### src/rtl/ldmx_dma_link_arb.sv
// ---------------------------------------------------------------------------
// ldmx_dma_link_arb
//
// Packet-level 2:1 arbiter merging two link event AXI-Stream sources into one
// DMA inbound stream. A source is granted for a whole packet (up to tLast).
// When both sources request, the one not served last wins, so sustained
// traffic alternates 0,1,0,1. Each granted packet costs one IDLE cycle of
// arbitration and then passes through with zero added latency.
//
// Optional feature (macro LDMX_DMA_ARB_TIMEOUT_EN): a stall watchdog. If the
// granted source goes idle mid-packet for TIMEOUT_CYCLES cycles, the arbiter
// closes the packet downstream with a synthetic tLast beat flagged EOFE in
// tUser[0], counts it in dropCnt, then discards the rest of the source packet.
// With the macro undefined the arbiter waits forever and dropCnt/tUser are 0.
//
// Parameters
//   TIMEOUT_CYCLES  stall cycles before forced termination (2..65535)
//   DEST_BASE       tDest for source 0; source 1 uses DEST_BASE+1
//
// Ports
//   dmaClk          sole clock, rising edge
//   dmaRst          synchronous active-high reset
//   srcTValid/Last  [1:0] per-source valid / last
//   srcTData        [127:0] 64 bits per source (source 1 in the upper half)
//   srcTKeep        [15:0]  8 bits per source (source 1 in the upper half)
//   srcTReady       [1:0] per-source ready
//   dmaIbT*         merged outbound stream (Valid, Data, Keep, Last, Dest, User)
//   dmaIbTReady     downstream backpressure
//   cntRst          synchronous clear of all counters
//   frameCnt0/1     packets forwarded per source (wrap at 2^32)
//   dropCnt         watchdog terminations (saturating)
// ---------------------------------------------------------------------------
module ldmx_dma_link_arb #(
    parameter int unsigned TIMEOUT_CYCLES = 1024,
    parameter logic [7:0]  DEST_BASE      = 8'h00
) (
    input  logic         dmaClk,
    input  logic         dmaRst,
    input  logic [1:0]   srcTValid,
    input  logic [1:0]   srcTLast,
    input  logic [127:0] srcTData,
    input  logic [15:0]  srcTKeep,
    output logic [1:0]   srcTReady,
    output logic         dmaIbTValid,
    output logic [63:0]  dmaIbTData,
    output logic [7:0]   dmaIbTKeep,
    output logic         dmaIbTLast,
    output logic [7:0]   dmaIbTDest,
    output logic [63:0]  dmaIbTUser,
    input  logic         dmaIbTReady,
    input  logic         cntRst,
    output logic [31:0]  frameCnt0,
    output logic [31:0]  frameCnt1,
    output logic [15:0]  dropCnt
);

    typedef enum logic [1:0] {
        ST_IDLE  = 2'd0,
        ST_PASS  = 2'd1,
        ST_TERM  = 2'd2,
        ST_FLUSH = 2'd3
    } state_e;

    state_e      state_q, state_d;
    logic        g_q, g_d;            // currently granted source
    logic        last_g_q, last_g_d;  // source granted most recently
    logic        grant;

    logic        sel_valid;
    logic        sel_last;
    logic [63:0] sel_data;
    logic [7:0]  sel_keep;
    logic [7:0]  dest;

    logic        out_fire_last;
    logic [31:0] frame_cnt0_q, frame_cnt0_d;
    logic [31:0] frame_cnt1_q, frame_cnt1_d;

    // Granted-source view of the inputs.
    assign sel_valid = srcTValid[g_q];
    assign sel_last  = srcTLast[g_q];
    assign sel_data  = g_q ? srcTData[127:64] : srcTData[63:0];
    assign sel_keep  = g_q ? srcTKeep[15:8]   : srcTKeep[7:0];
    assign dest      = DEST_BASE + {7'd0, g_q};

`ifdef LDMX_DMA_ARB_TIMEOUT_EN
    localparam logic [15:0] TIMEOUT_W = 16'(TIMEOUT_CYCLES);

    logic [15:0] stall_q, stall_d;
    logic [15:0] drop_cnt_q, drop_cnt_d;
    logic        timeout_hit;
    logic        term_fire;

    // The watchdog fires one cycle after the stall count reaches the limit;
    // in that cycle the source is blocked, so a tLast arriving just then is
    // not forwarded and the synthetic terminating beat takes precedence.
    assign timeout_hit = (state_q == ST_PASS) && (stall_q == TIMEOUT_W);
    assign term_fire   = (state_q == ST_TERM) && dmaIbTReady;
    assign dropCnt     = drop_cnt_q;
`else
    logic        timeout_hit;
    logic [15:0] unused_timeout;

    assign timeout_hit    = 1'b0;
    // The timeout length has no function without the watchdog.
    assign unused_timeout = 16'(TIMEOUT_CYCLES);
    assign dropCnt        = 16'h0000;
`endif

    // -----------------------------------------------------------------------
    // Next-state and output decode
    // -----------------------------------------------------------------------
    always_comb begin
        // NOTE: every signal written here gets a default first so no path
        // through the case statement can leave it unassigned (no latches).
        state_d     = state_q;
        g_d         = g_q;
        last_g_d    = last_g_q;
        grant       = g_q;
        srcTReady   = 2'b00;
        dmaIbTValid = 1'b0;
        dmaIbTData  = 64'h0;
        dmaIbTKeep  = 8'h00;
        dmaIbTLast  = 1'b0;
        dmaIbTDest  = dest;
        dmaIbTUser  = 64'h0;
`ifdef LDMX_DMA_ARB_TIMEOUT_EN
        stall_d     = 16'h0000;
`endif

        case (state_q)
            ST_IDLE: begin
                if (|srcTValid) begin
                    // Contention goes to the source not served last.
                    if (&srcTValid) grant = ~last_g_q;
                    else            grant = srcTValid[1];
                    g_d      = grant;
                    last_g_d = grant;
                    state_d  = ST_PASS;
                end
            end

            ST_PASS: begin
                if (timeout_hit) begin
                    state_d = ST_TERM;
                end else begin
                    dmaIbTValid     = sel_valid;
                    dmaIbTData      = sel_data;
                    dmaIbTKeep      = sel_keep;
                    dmaIbTLast      = sel_last;
                    srcTReady[g_q]  = dmaIbTReady;
                    if (sel_valid && dmaIbTReady && sel_last) begin
                        state_d = ST_IDLE;
                    end
`ifdef LDMX_DMA_ARB_TIMEOUT_EN
                    // Count only true source stalls; downstream backpressure
                    // holds the count, any accepted beat clears it.
                    if (sel_valid && dmaIbTReady) stall_d = 16'h0000;
                    else if (!sel_valid)          stall_d = stall_q + 16'd1;
                    else                          stall_d = stall_q;
`endif
                end
            end

`ifdef LDMX_DMA_ARB_TIMEOUT_EN
            ST_TERM: begin
                // Synthetic end-of-frame-with-error beat, held until taken.
                dmaIbTValid = 1'b1;
                dmaIbTKeep  = 8'h01;
                dmaIbTLast  = 1'b1;
                dmaIbTUser  = 64'h1;
                if (dmaIbTReady) state_d = ST_FLUSH;
            end

            ST_FLUSH: begin
                // Drain the remainder of the abandoned source packet.
                srcTReady[g_q] = 1'b1;
                if (sel_valid && sel_last) state_d = ST_IDLE;
            end
`endif

            default: state_d = ST_IDLE;
        endcase

        // Outputs are held quiet while reset is asserted, whatever state the
        // register still shows, so a packet cut by reset emits nothing more.
        if (dmaRst) begin
            srcTReady   = 2'b00;
            dmaIbTValid = 1'b0;
            dmaIbTLast  = 1'b0;
            dmaIbTUser  = 64'h0;
        end
    end

    // -----------------------------------------------------------------------
    // Counters (cntRst beats a simultaneous increment)
    // -----------------------------------------------------------------------
    assign out_fire_last = dmaIbTValid && dmaIbTReady && dmaIbTLast;

    always_comb begin
        frame_cnt0_d = frame_cnt0_q;
        frame_cnt1_d = frame_cnt1_q;
`ifdef LDMX_DMA_ARB_TIMEOUT_EN
        drop_cnt_d   = drop_cnt_q;
`endif
        if (cntRst) begin
            frame_cnt0_d = 32'h0;
            frame_cnt1_d = 32'h0;
`ifdef LDMX_DMA_ARB_TIMEOUT_EN
            drop_cnt_d   = 16'h0;
`endif
        end else begin
            if (out_fire_last && !g_q) frame_cnt0_d = frame_cnt0_q + 32'd1;
            if (out_fire_last &&  g_q) frame_cnt1_d = frame_cnt1_q + 32'd1;
`ifdef LDMX_DMA_ARB_TIMEOUT_EN
            if (term_fire && (drop_cnt_q != 16'hFFFF)) drop_cnt_d = drop_cnt_q + 16'd1;
`endif
        end
    end

    assign frameCnt0 = frame_cnt0_q;
    assign frameCnt1 = frame_cnt1_q;

    // -----------------------------------------------------------------------
    // State registers
    // -----------------------------------------------------------------------
    // NOTE: sequential state uses non-blocking assignments only, so every
    // register samples its pre-edge inputs regardless of statement order.
    always_ff @(posedge dmaClk) begin
        if (dmaRst) begin
            state_q      <= ST_IDLE;
            g_q          <= 1'b0;
            last_g_q     <= 1'b1;   // source 0 wins the first contention
            frame_cnt0_q <= 32'h0;
            frame_cnt1_q <= 32'h0;
`ifdef LDMX_DMA_ARB_TIMEOUT_EN
            stall_q      <= 16'h0;
            drop_cnt_q   <= 16'h0;
`endif
        end else begin
            state_q      <= state_d;
            g_q          <= g_d;
            last_g_q     <= last_g_d;
            frame_cnt0_q <= frame_cnt0_d;
            frame_cnt1_q <= frame_cnt1_d;
`ifdef LDMX_DMA_ARB_TIMEOUT_EN
            stall_q      <= stall_d;
            drop_cnt_q   <= drop_cnt_d;
`endif
        end
    end

endmodule

### config.mk
export PLATFORM = sky130hd
export DESIGN_NAME = ldmx_dma_link_arb
export DESIGN_NICKNAME = d
export VERILOG_FILES = /design/src/rtl/ldmx_dma_link_arb.sv
export SDC_FILE = /design/constraint.sdc
export NUM_CORES = 1
export LEC_CHECK = 0
export ABC_AREA = 1
export ABC_CLOCK_PERIOD_IN_PS = 1800
export BUFFER_PORTS_ARGS = -buffer_cell sky130_fd_sc_hd__buf_4
export CORE_AREA = 2 2 149 151
export DETAILED_ROUTE_END_ITERATION = 10
export DIE_AREA = 0 0 151 153
export SETUP_SLACK_MARGIN = 0.15
export SYNTH_ARGS = -nofsm -noshare
export SYNTH_HDL_FRONTEND = slang
export SYNTH_SLANG_ARGS = --single-unit
export TNS_END_PERCENT = 30
### constraint.sdc
create_clock -name dmaClk -period 1.8 [get_ports dmaClk]
set_input_delay 0.36 -clock dmaClk [delete_from_list [all_inputs] [get_ports dmaClk]]
set_output_delay 0.36 -clock dmaClk [all_outputs]
set_load 0.03 [all_outputs]
# ---- Word level (Yosys, flattened, before mapping)
# Cells that the tools add are included.
dict set report classes {
  n_addsub 2
  n_lt_le_gt_ge 2
  n_eq_ne 3
  muxes 20
  bitwise_logic 2
  reduce_logical 14
}
# cell n
set op_table {}
lappend op_table {{two-way mux 64 bit} 2}
lappend op_table {{adder 32 x 1 -> 32 bit (second input constant)} 2}
lappend op_table {{two-way mux 8 bit} 2}
lappend op_table {{two-way mux 1 bit} 10}
lappend op_table {{two-way mux 2 bit} 4}
lappend op_table {{logical AND 1 bit} 7}
lappend op_table {{AND reduction 2 bit} 3}
lappend op_table {{!= test 2 bit (second input constant)} 2}
lappend op_table {{one-hot mux 2 bit (2 select lines)} 1}
lappend op_table {{OR reduction 2 bit} 2}
lappend op_table {{AND 2 bit} 1}
lappend op_table {{equality test 2 x 1 -> 1 bit (second input constant)} 1}
lappend op_table {{logical NOT 2 bit} 1}
lappend op_table {{< comparator 1 x 2 -> 1 bit (second input constant)} 1}
lappend op_table {{demux 1 bit (select 1 bit)} 1}
lappend op_table {{>= comparator 1 bit (second input constant)} 1}
lappend op_table {{logical NOT 1 bit} 1}
lappend op_table {{inverter 1 bit} 1}
dict set report word_totals {
  regBits 68
  inputBits 152
  word_cells 48
}

# ---- Longest topological paths before layout
dict set report depth {
  ltp_word 7
  depth_mapped 11
}

# ---- Least setup slack after synthesis
# No wires, ideal clock.
dict set report synth_path {
  path_type {reg2out}
  from {reg g_q}
  to {out srcTReady[0]}
  arrival_time_ns 1.564
  required_ns 1.440
  path_slack_ns -0.124
  stages_incl_launch_ff 5
  n_path_buf 3
  path_cell_list {dfxtp_1 -> buf_4 -> buf_2 -> clkbuf_1 -> nor3_1}
}
dict set report synth_between {
  elab_chain_len 7
  elab_cells_between_ends 8
  classes_between {order compare: 2; mux: 4; bitwise: 1; reduce/logical: 1}
}
# item line
set synth_lines {}
lappend synth_lines {{from (decl)} 65} ;# logic g_q, g_d;
lappend synth_lines {{from (signal assigned)} 242} ;# g_q <= g_d;
lappend synth_lines {{< comparator 1 x 2 -> 1 bit (implied by the code) or >= comparator 1 bit (tied branches)} 151} ;# srcTReady[g_q] = dmaIbTReady;
lappend synth_lines {{logical AND 1 bit (implied by the code)} 151}
lappend synth_lines {{two-way mux 1 bit (implied by the code)} 151}
lappend synth_lines {{demux 1 bit (select 1 bit) *} 151}
lappend synth_lines {{AND 2 bit (no line) *} --}
lappend synth_lines {{two-way mux 2 bit *} 131} ;# case (state_q)
lappend synth_lines {{two-way mux 2 bit *} 187} ;# if (dmaRst) begin
lappend synth_lines {{to (decl)} 43} ;# output logic [1:0] srcTReady,
# Mark *: on every way between the ends. The rest lies on a longest branch, timed or not.

# ---- Worst setup path in the final report
dict set report layout_path {
  from {reg g_q}
  to {out dmaIbTData[48]}
}
dict set report layout_between {
  elab_chain_len 2
}
# item line
set layout_lines {}
lappend layout_lines {{two-way mux 64 bit} 82} ;# assign sel_data = g_q ? srcTData[127:64] : srcTData[63:0];
lappend layout_lines {{two-way mux 64 bit} 131}
lappend layout_lines {{to (decl)} 45} ;# output logic [63:0] dmaIbTData,
# Every way passes these cells.

==> out/metrics.json <==
{
  "postLayoutCoreUtil": {"value": 0.452},
  "synthCells": {"value": 1012},
  "layout_setup_ws": {"value": -98.5, "unit": "ps"},
  "post_synth_cell_types": {"value": 27},
  "synth_compound_area_frac": {"value": 0.114},
  "floorplan.die_area": {"value": 23100, "unit": "µm²"},
  "grt_first_pass_wirelength": {"value": 37.4, "unit": "mm"},
  "run_status": {"value": "finished with violations"},
  "placed_cells": {"value": 1579},
  "drc": {"value": 0},
  "routabilityCongestion": {"value": 0.847},
  "clock_latency": {"value": 330, "unit": "ps"},
  "hold_path_sink": {"value": "g_q"},
  "fin_crit": {"value": 1900, "unit": "ps"},
  "worstHoldPathCells": {"value": 2},
  "capture_point_of_the_worst_reg_to_reg_path": {"value": "frameCnt0[0]"},
  "share_clk_of_total_power": {"value": 0.332},
  "r2r_cells": {"value": 9},
  "grt_overflow": {"value": 0},
  "number_of_detailed_routing_iterations_run_before_antenna_repair": {"value": 4},
  "grt_util_all_layers": {"value": 0.210},
  "finalSetupTns": {"value": -1550, "unit": "ps"},
  "cp-start-kind": {"value": "flop"},
  "ys_seq_area_frac": {"value": 0.236},
  "tritoncts.num_buffers": {"value": 9},
  "p_int": {"value": 3.27, "unit": "mW"},
  "switching_share": {"value": 0.354},
  "timing.reg2reg.setup_slack": {"value": 0, "unit": "ps"},
  "power.density": {"value": 522, "unit": "nW/µm²"},
  "routed_via_density": {"value": 4.53},
  "numPortBuffers": {"value": 292},
  "first_iter_violations": {"value": 370},
  "placement.setup.worst_slack": {"value": 52.8, "unit": "ps"},
  "cp.required": {"value": 1440, "unit": "ps"},
  "yosys_register_bits": {"value": 67},
  "vdd.ir_drop.worst": {"value": 0.404, "unit": "mV"},
  "post_layout_nonfiller_instances": {"value": 1642},
  "drtAntennaViolNets": {"value": 0},
  "die-width": {"value": 151, "unit": "µm"},
  "clkSinkCount": {"value": 67},
  "crit_arrival": {"value": 1540, "unit": "ps"},
  "hold_viol": {"value": 0},
  "pin_count_of_the_biggest_net_entering_global_routing": {"value": 35},
  "core": {"value": 21500, "unit": "µm²"},
  "die_h": {"value": 153, "unit": "µm"},
  "comb_power_share": {"value": 0.371},
  "slowest_stage": {"value": "dfxtp_4"},
  "synth-main-ff-cell": {"value": "dfxtp_1"},
  "drive_above_1_share": {"value": 0.380},
  "critical_path.cell_chain": {"value": "buf_6 -> buf_12 -> clkbuf_16 -> o21ai_2 -> nor2_2 -> buf_4"},
  "post_synth_mux_area_share": {"value": 0},
  "grt_antenna_before_repair": {"value": 1},
  "critPathKind": {"value": "flop to output port"},
  "most_common_library_cell_in_the_layout_ignoring_fill_and_taps": {"value": "buf_4"},
  "critical_path.endpoint_type": {"value": "output port"},
  "layout.filler_cells": {"value": 2193},
  "clock_tree_from_tritoncts": {"value": "yes"},
  "switchingPower": {"value": 1.79, "unit": "mW"},
  "ctsLongestPathBuffers": {"value": 2},
  "dpl.hpwl": {"value": 18.5, "unit": "mm"},
  "timing.clock.skew": {"value": 8.76, "unit": "ps"},
  "multi_input_comb_area": {"value": 3900, "unit": "µm²"},
  "htree_num_levels": {"value": 3},
  "signed_area_change_from_the_synthesized_netlist_to_the_final_layout": {"value": 70.5, "unit": "%"},
  "start_point_of_the_worst_min_delay_path": {"value": "dmaRst"},
  "async_set_or_reset_register_ratio_after_synthesis": {"value": 0},
  "synth_top_family_by_area": {"value": "simple AND/OR/NAND/NOR gates"},
  "detailroute.via_count": {"value": 7439},
  "worst_path_largest_cell_delay": {"value": 390, "unit": "ps"},
  "synth_edf_count": {"value": 0},
  "yosys.area_share.adder": {"value": 0.00440},
  "drt-wirelength-per-cell": {"value": 16.3, "unit": "µm"},
  "final.period_utilization": {"value": 1.05},
  "timing.critical_path.fanout_max": {"value": 8},
  "leakagePower": {"value": 4.38, "unit": "nW"},
  "io_pins": {"value": 380},
  "antenna_cells_inserted": {"value": 0},
  "max_capacitance_violation_count": {"value": 0},
  "synth_warnings": {"value": 0},
  "core.rowCount": {"value": 54},
  "yosys.area_share.simple": {"value": 0.424},
  "worstHoldPathType": {"value": "input pin to flop"},
  "finalMaxSlewViolations": {"value": 0},
  "clock_tree_root_buffer_cell": {"value": "clkbuf_16"},
  "vias_in_the_first_global_route": {"value": 6621},
  "worstReg2RegStart": {"value": "g_q"},
  "highest_count_cells_in_the_layout_ignoring_fill_and_taps": {"value": "298 x buf_4, 214 x nand2_1, 207 x nor2_1, 87 x conb_1, 79 x nor2_2"},
  "hold_buffers": {"value": 0},
  "syn_area_per_cell": {"value": 5.62, "unit": "µm²"},
  "clock_transition_time_at_the_flip_flop_clock_pins_of_the_worst_setup_and_hold_paths": {"value": 60, "unit": "ps"},
  "failing_checks": {"value": "setup timing"},
  "timing.final.setup_violations": {"value": 52},
  "wirelength": {"value": 26.8, "unit": "mm"},
  "seq_pwr_share": {"value": 0.297},
  "initial_utilization": {"value": 0.265},
  "rsz_0062_raised_after_global_routing": {"value": "yes"},
  "fmaxAchievable": {"value": 527, "unit": "MHz"},
  "seqCellArea": {"value": 1350, "unit": "µm²"},
  "synthXorXnorAreaFrac": {"value": 0.0215},
  "final_net_count": {"value": 1511},
  "syn-cell-area": {"value": 5690, "unit": "µm²"}
}
==> power groups by stage <==
stage | Combinational (mW) | Clock (mW) | Sequential, mW
floorplan | 0.981 | 0 | 1.53
global route | 1.97 | 1.79 | 1.50
finish | 1.88 | 1.68 | 1.50
CTS | 1.72 | 1.73 | 1.50
detailed placement | 1.43 | 0 | 1.53
global placement | 1.42 | 0 | 1.53
==> timing repair <==
action / in CTS / in global routing
pin swaps: 18 / 22
cloned: 10 / 10
endpoints found under the setup margin: 101 / 141
buffers inserted: 11 / 16
gates resized for setup: 116 / 61
==> cells by family after synthesis <==
group	Yosys count
AOI/OAI and AO/OA	129
adders and majority gates	2
and+or+nand+nor	594
buffers and inverters	205
DFF	67
xor gates and xnor gates	14
other	1
==> cell usage after synthesis (7+ instances only) <==
| library cell | count | area [µm²] |
|---|---|---|
| nor3_1 | 7 | 35.0 |
| nand3_1 | 57 | 285 |
| o21ai_0 | 81 | 405 |
| inv_1 | 75 | 282 |
| dfxtp_1 | 67 | 1340 |
| nand4_1 | 15 | 93.8 |
| xnor2_1 | 8 | 70.1 |
| clkbuf_1 | 30 | 113 |
| buf_4 | 89 | 668 |
| a21oi_1 | 46 | 230 |
| nor2_1 | 284 | 1070 |
| nand2_1 | 217 | 815 |
==> cell type report <==
class | instances | share of cell area
inverters | 77 | 0.0303
repair buffers | 376 | 0.364
clock inverters | 4 | 0.00258
well taps | 280 | 0.0361
flip-flops and latches | 67 | 0.139
clock buffers | 12 | 0.0264
multi-input cells | 826 | 0.402
==> through the flow <==
| stage | hold WS (ps) | power, mW | area, µm² |
|---|---|---|---|
| after floorplan | 422 | 2.51 | 6170 |
| after global placement | 441 | 2.95 | 8220 |
| final | 255 | 5.06 | 9700 |
| after global routing | 245 | 5.27 | 9700 |
| after detailed placement | 444 | 2.96 | 8220 |
| after CTS | 235 | 4.94 | 9150 |
==> state kept, by name, indices dropped and copies added, names as in the netlist <==
register   cells
last_g_q       1
frameCnt1     32
frameCnt0     32
g_q            1
state_q        1
==> how the worst max path moves through the flow <==
stage | start | end | slack, ps
4_1_cts | g_q | dmaIbTData[22] | -90
2_1_floorplan | g_q | dmaIbTData[10] | 100
3_5_place_dp | dmaRst | frameCnt1[2] | 50
3_3_place_gp | dmaRst | frameCnt1[7] | 70
6_report | g_q | dmaIbTData[48] | -100
5_1_grt | g_q | frameCnt0[1] | -140
==> worst max-delay path: cells and delay by family (launching register included) <==
kind | cells | cell delay, ps
compound gates | 1 | 170
buf+inv | 4 | 600
flops | 1 | 390
simple gates | 1 | 40
==> layer usage <==
metal / part of all wire / GRT usage / vias to the layer above
li1: - / - / 3719
met1: 0.46 / 0.287 / 3373
met2: 0.44 / 0.328 / 318
met3: 0.085 / 0.0675 / 27
met4: 0.011 / 0.0365 / 2
met5: 0.00063 / 0 / -
(Power assumes the default switching activity.)
